==> src/rtl/lsu_mem_ctrl.sv <==
// Load/store initiator: one request at a time, aligned accesses in one cycle, misaligned split into bytes.
// Optional build macro LSU_MISALIGN_TRAP_EN turns misaligned halfword/word requests into error responses.
module lsu_mem_ctrl #(
    parameter int AWIDTH = 32,
    parameter int DWIDTH = 32
) (
    input  logic              clk,
    input  logic              rst,
    input  logic              req_valid_i,
    output logic              req_ready_o,
    input  logic              req_we_i,
    input  logic [AWIDTH-1:0] req_addr_i,
    input  logic [DWIDTH-1:0] req_wdata_i,
    input  logic [2:0]        req_funct3_i,
    output logic              resp_valid_o,
    input  logic              resp_ready_i,
    output logic [DWIDTH-1:0] resp_rdata_o,
    output logic              resp_err_o,
    output logic [AWIDTH-1:0] mem_addr_o,
    output logic [DWIDTH-1:0] mem_data_o,
    output logic              mem_read_en_o,
    output logic              mem_write_en_o,
    output logic [2:0]        mem_funct3_o,
    input  logic [DWIDTH-1:0] mem_data_i
);

    typedef enum logic [1:0] {IDLE, ACCESS, SPLIT, RESP} state_t;
    state_t state;

    logic f3_ok;
    logic aligned;

    always_comb begin
        f3_ok   = 1'b0;
        aligned = 1'b1;
        case (req_funct3_i)
            3'd0, 3'd1, 3'd2: f3_ok = 1'b1;
            3'd4, 3'd5:       f3_ok = !req_we_i;
            default:          f3_ok = 1'b0;
        endcase
        case (req_funct3_i[1:0])
            2'd1:    aligned = !req_addr_i[0];
            2'd2:    aligned = (req_addr_i[1:0] == 2'b00);
            default: aligned = 1'b1;
        endcase
    end

`ifndef LSU_MISALIGN_TRAP_EN
    logic [1:0]        idx_q;
    logic [DWIDTH-1:0] asm_q;
    logic [DWIDTH-1:0] wdata_q;
    logic [2:0]        f3_q;
    logic [1:0]        next_idx;
    logic [1:0]        last_idx;
    logic [DWIDTH-1:0] asm_next;
    logic [DWIDTH-1:0] load_ext;

    // asm_next folds in the byte arriving this cycle so the last byte needs no extra cycle.
    always_comb begin
        next_idx = idx_q + 2'd1;
        last_idx = (f3_q[1:0] == 2'd2) ? 2'd3 : 2'd1;
        asm_next = asm_q;
        asm_next[{idx_q, 3'b000} +: 8] = mem_data_i[7:0];
        case (f3_q)
            3'd1:    load_ext = {{(DWIDTH-16){asm_next[15]}}, asm_next[15:0]};
            3'd5:    load_ext = {{(DWIDTH-16){1'b0}}, asm_next[15:0]};
            default: load_ext = asm_next;
        endcase
    end
`endif

    always_ff @(posedge clk or posedge rst) begin
        if (rst) begin
            state          <= IDLE;
            req_ready_o    <= 1'b1;
            resp_valid_o   <= 1'b0;
            resp_rdata_o   <= '0;
            resp_err_o     <= 1'b0;
            mem_addr_o     <= '0;
            mem_data_o     <= '0;
            mem_read_en_o  <= 1'b0;
            mem_write_en_o <= 1'b0;
            mem_funct3_o   <= '0;
`ifndef LSU_MISALIGN_TRAP_EN
            idx_q          <= '0;
            asm_q          <= '0;
            wdata_q        <= '0;
            f3_q           <= '0;
`endif
        end else begin
            case (state)
                IDLE: begin
                    if (req_valid_i) begin
                        req_ready_o <= 1'b0;
                        if (!f3_ok) begin
                            state        <= RESP;
                            resp_valid_o <= 1'b1;
                            resp_err_o   <= 1'b1;
                            resp_rdata_o <= '0;
                        end else if (aligned) begin
                            state          <= ACCESS;
                            mem_addr_o     <= req_addr_i;
                            mem_funct3_o   <= req_funct3_i;
                            mem_data_o     <= req_wdata_i;
                            mem_read_en_o  <= !req_we_i;
                            mem_write_en_o <= req_we_i;
                        end else begin
`ifdef LSU_MISALIGN_TRAP_EN
                            state        <= RESP;
                            resp_valid_o <= 1'b1;
                            resp_err_o   <= 1'b1;
                            resp_rdata_o <= '0;
`else
                            state          <= SPLIT;
                            idx_q          <= '0;
                            asm_q          <= '0;
                            wdata_q        <= req_wdata_i;
                            f3_q           <= req_funct3_i;
                            mem_addr_o     <= req_addr_i;
                            mem_funct3_o   <= req_we_i ? 3'b000 : 3'b100;
                            mem_data_o     <= {{(DWIDTH-8){1'b0}}, req_wdata_i[7:0]};
                            mem_read_en_o  <= !req_we_i;
                            mem_write_en_o <= req_we_i;
`endif
                        end
                    end
                end
                ACCESS: begin
                    state          <= RESP;
                    mem_read_en_o  <= 1'b0;
                    mem_write_en_o <= 1'b0;
                    resp_valid_o   <= 1'b1;
                    resp_err_o     <= 1'b0;
                    resp_rdata_o   <= mem_read_en_o ? mem_data_i : '0;
                end
`ifndef LSU_MISALIGN_TRAP_EN
                SPLIT: begin
                    asm_q <= asm_next;
                    if (idx_q == last_idx) begin
                        state          <= RESP;
                        mem_read_en_o  <= 1'b0;
                        mem_write_en_o <= 1'b0;
                        resp_valid_o   <= 1'b1;
                        resp_err_o     <= 1'b0;
                        resp_rdata_o   <= mem_read_en_o ? load_ext : '0;
                    end else begin
                        idx_q      <= next_idx;
                        mem_addr_o <= mem_addr_o + AWIDTH'(1);
                        mem_data_o <= {{(DWIDTH-8){1'b0}}, wdata_q[{next_idx, 3'b000} +: 8]};
                    end
                end
`endif
                RESP: begin
                    if (resp_ready_i) begin
                        state        <= IDLE;
                        req_ready_o  <= 1'b1;
                        resp_valid_o <= 1'b0;
                        resp_err_o   <= 1'b0;
                        resp_rdata_o <= '0;
                    end
                end
                default: state <= IDLE;
            endcase
        end
    end

endmodule

==> config.mk <==
export PLATFORM = sky130hd
export DESIGN_NAME = lsu_mem_ctrl
export DESIGN_NICKNAME = d
export VERILOG_FILES = /design/src/rtl/lsu_mem_ctrl.sv
export SDC_FILE = /design/constraint.sdc
export NUM_CORES = 1
export LEC_CHECK = 0
export ABC_CLOCK_PERIOD_IN_PS = 10900
export CORE_ASPECT_RATIO = 0.7
export CORE_UTILIZATION = 54
export DETAILED_ROUTE_END_ITERATION = 6
export PLACE_DENSITY = 0.86
export SYNTH_ARGS = -nofsm -noshare
export SYNTH_HDL_FRONTEND = slang
export SYNTH_SLANG_ARGS = --single-unit
==> constraint.sdc <==
create_clock -name clk -period 10.9 [get_ports clk]
set_clock_uncertainty 0.2 [all_clocks]
set_input_delay 1.09 -clock clk [delete_from_list [all_inputs] [get_ports clk]]
set_output_delay 1.09 -clock clk [all_outputs]
set_load 0.02 [all_outputs]
==> reports/qor.csv <==
metric,value,unit
status,finished clean,
hold_viol_final,0,
ant_nets,0,
syn_area,0.00874,mm^2
grt_setup_unrepaired,no,
crit_path_end_kind,register,
synth_flop_cell,dfrtp_1,
wl_per_cell,20.0,um
synth_seq_cells,175,
syn_avg_cell_area,10.6,um^2
hpwl,16.7,mm
cp-start-kind,input port,
antenna_found_initial,0,
drt_iter0_drc,603,
relSlewSlack,21.7,%
wl_met1,10.8,mm
clock_path_buffers,2,
finalSetupViolCount,0,
cts_root_buf,clkbuf_16,
portBuffers,207,
worstMarginPinSlew,1.17,ns
cp_slowest_stage_delay,0.83,ns
ctsResizeCount,0,
grt_pass1_vias,7183,
fill_cells,1077,
grt-ovfl-total,0,
routed.top_layer,met4,
synth_xor_area_share,0,%
maxCapViolCount,0,
synth_area_leader_cell,dfrtp_1,
fin_cells,1208,
rows,38,
grt_pass1_wl,38.6,mm
drtPass1Iterations,5,
peakVddDrop,170,uV
crit_chain,clkdlybuf4s50_1 -> inv_1 -> ha_1 -> nand2b_1 -> a31o_2 -> nand3_2 -> nor2_2 -> a22o_1,
yosys_warnings,0,
routed_wl,24.1,mm
dp_cells,1176,
routabilityCongestion,0.836,
clock.fmax,266,MHz
async_flop_share,100,%
yosysMostFrequentCell,dfrtp_1,
post-route-util,73.3,%
hold_path.class,register to register,
io_pins,208,
timing.hold.ws,0.281,ns
rrSetupSlack,7.21,ns
syn_to_final_growth,31.2,%
reg2reg_depth,7,
crit_fanout,37,
worst-path-buf-inv,2,
leakagePower,4.78,nW
grt_max_degree,112,
dr_total_vias,7551,
worstPathRequired,11.07,ns
die_x,154,um
start_util,55.9,%
ys_seq_area_share,50.1,%
yosys.area_share.simple,12.5,%
fin_crit_sh,34.4,%
path_class,input port to register,
synth_nets,941,
synth_top_area_share,49.8,%
nets,1112,
layout-drive-gt1-share,10.2,%
wl_met3,1.85,mm
r2r-start,idx_q[0]$_DFFE_PP0P_,
synthTopCellsByCount,"dfrtp_1, nand2_1, a22o_1, a21oi_1, o21ai_1",
synth_mux_area_share,7.83,%
synth_top_family_by_area,compound AO/OA/AOI/OAI gates,
cp_top_family,simple AND/OR/NAND/NOR gates,
layout_min_cycle_time,3.75,ns
track_usage,30.1,%
slew_violations,0,
total_power,3.14,mW
core,0.0156,mm^2
synth_compound_area_share,23.7,%
viasPerCell,6.25,
dieArea,0.0167,mm^2
crit_path_top_delay_cell,nor2_2,
postCtsSetupRepairBufs,0,
power.density_cell_area,274,mW/mm^2
clock-sinks,175,
setup.worst_path.start,req_funct3_i[0],
n_antenna_cell,0,
numCtsBuffers,17,
synthAdderAreaFrac,1.86,%
fin_tns_setup,0,ns
die_h,108,um
met2_length,10.9,mm
synth-edff-count,0,
cp_data_arrival_time,3.92,ns
timing.rr.end,resp_rdata_o[29]$_DFFE_PP0P_,
synthesis.instances,824,
clk_pin_slew_worst_paths,0.07,ns
cp.depth,8,
cts_tree,built,
insertion_delay,0.44,ns
drc,0,
cp-endpoint,resp_rdata_o[16]$_DFFE_PP0P_,
synth.distinct_cells,70,
synthTopCellsByArea,"dfrtp_1, a22o_1, nand2_1, mux2_2, a21oi_1",
cts_hold_buf,0,
htree_levels,4,
## metal layers
metal,up-vias,global-route usage [%]
li1,3452,-
met1,3701,42.6
met2,351,45.6
met3,47,6.53
met4,0,11.9
met5,-,0
## cells by family after synthesis
| kind of cell | after synthesis |
|---|---|
| adders and majority gates | 13 |
| buffers and inverters | 80 |
| and+or+nand+nor | 206 |
| AOI/OAI and AO/OA | 296 |
| DFF | 175 |
| muxes | 54 |
## layout make-up
cell class | count | area (um^2) | area share (%)
Inverter | 16 | 65.1 | 0.567
Timing Repair Buffer | 216 | 2140 | 18.7
Sequential cell | 175 | 4380 | 38.2
Clock inverter | 15 | 183 | 1.59
Multi-Input combinational cell | 569 | 4020 | 35.1
Tap cell | 200 | 250 | 2.18
Clock buffer | 17 | 425 | 3.71
## registers in the layout (all words and copies together), names as in the netlist, 3 cells and up
name and count:
asm_q 32, mem_addr_o 32, mem_data_o 32, resp_rdata_o 32, wdata_q 32, f3_q 3
mem_funct3_o 3
## worst min-delay path: stages, from the launching register on
cell and delay [ns]:
dfrtp_1 0.34, nand2_1 0.04, o21ai_0 0.06
## placed cells by master (no fill, tap or decap), types with 4 or more instances in the layout
| cell type | count |
|---|---|
| a32o_1 | 7 |
| nor2_1 | 26 |
| a22oi_1 | 4 |
| a2bb2oi_1 | 7 |
| nand3_1 | 18 |
| a221oi_1 | 16 |
| mux2_2 | 24 |
| inv_8 | 6 |
| clkbuf_16 | 17 |
| a21oi_1 | 47 |
| buf_4 | 9 |
| o21bai_1 | 5 |
| ha_1 | 12 |
| inv_6 | 4 |
| o21ai_0 | 31 |
| nand2_1 | 90 |
| nand4_1 | 15 |
| nand2b_1 | 8 |
| a31o_2 | 5 |
| mux2_1 | 11 |
| mux4_2 | 8 |
| a21boi_0 | 7 |
| o21ai_1 | 42 |
| mux2i_1 | 11 |
| nor2b_1 | 8 |
| clkdlybuf4s50_1 | 207 |
| clkinv_8 | 4 |
| o22ai_1 | 21 |
| a22o_1 | 69 |
| inv_1 | 13 |
| and3_1 | 8 |
| dfrtp_1 | 174 |
| a21o_1 | 12 |
## power by group
group / switching [mW] / internal, mW / total, mW
registers: 0.212 / 0.851 / 1.06
logic: 0.823 / 0.631 / 1.45
clock network: 0.308 / 0.314 / 0.622
## worst min-delay path by stage
stage | from | to | slack [ns] | cells past startpoint
2_1_floorplan | asm_q[15]$_DFFE_PP0P_ | asm_q[15]$_DFFE_PP0P_ | 0.24 | 2
3_3_place_gp | asm_q[15]$_DFFE_PP0P_ | asm_q[15]$_DFFE_PP0P_ | 0.25 | 2
3_5_place_dp | wdata_q[4]$_DFFE_PP0P_ | wdata_q[4]$_DFFE_PP0P_ | 0.27 | 1
4_1_cts | asm_q[15]$_DFFE_PP0P_ | asm_q[15]$_DFFE_PP0P_ | 0.29 | 2
5_1_grt | wdata_q[4]$_DFFE_PP0P_ | wdata_q[4]$_DFFE_PP0P_ | 0.31 | 1
6_report | mem_data_o[3]$_DFFE_PP0P_ | mem_data_o[3]$_DFFE_PP0P_ | 0.28 | 2
## per-stage QoR
stage	setup WS, ns	area, um^2
after floorplan	4.87	8740
after global routing	6.96	11500
final	7.15	11500
after detailed placement	6.76	10900
after CTS	7.22	11500
after global placement	6.88	10900
(Power assumes the default switching activity.)
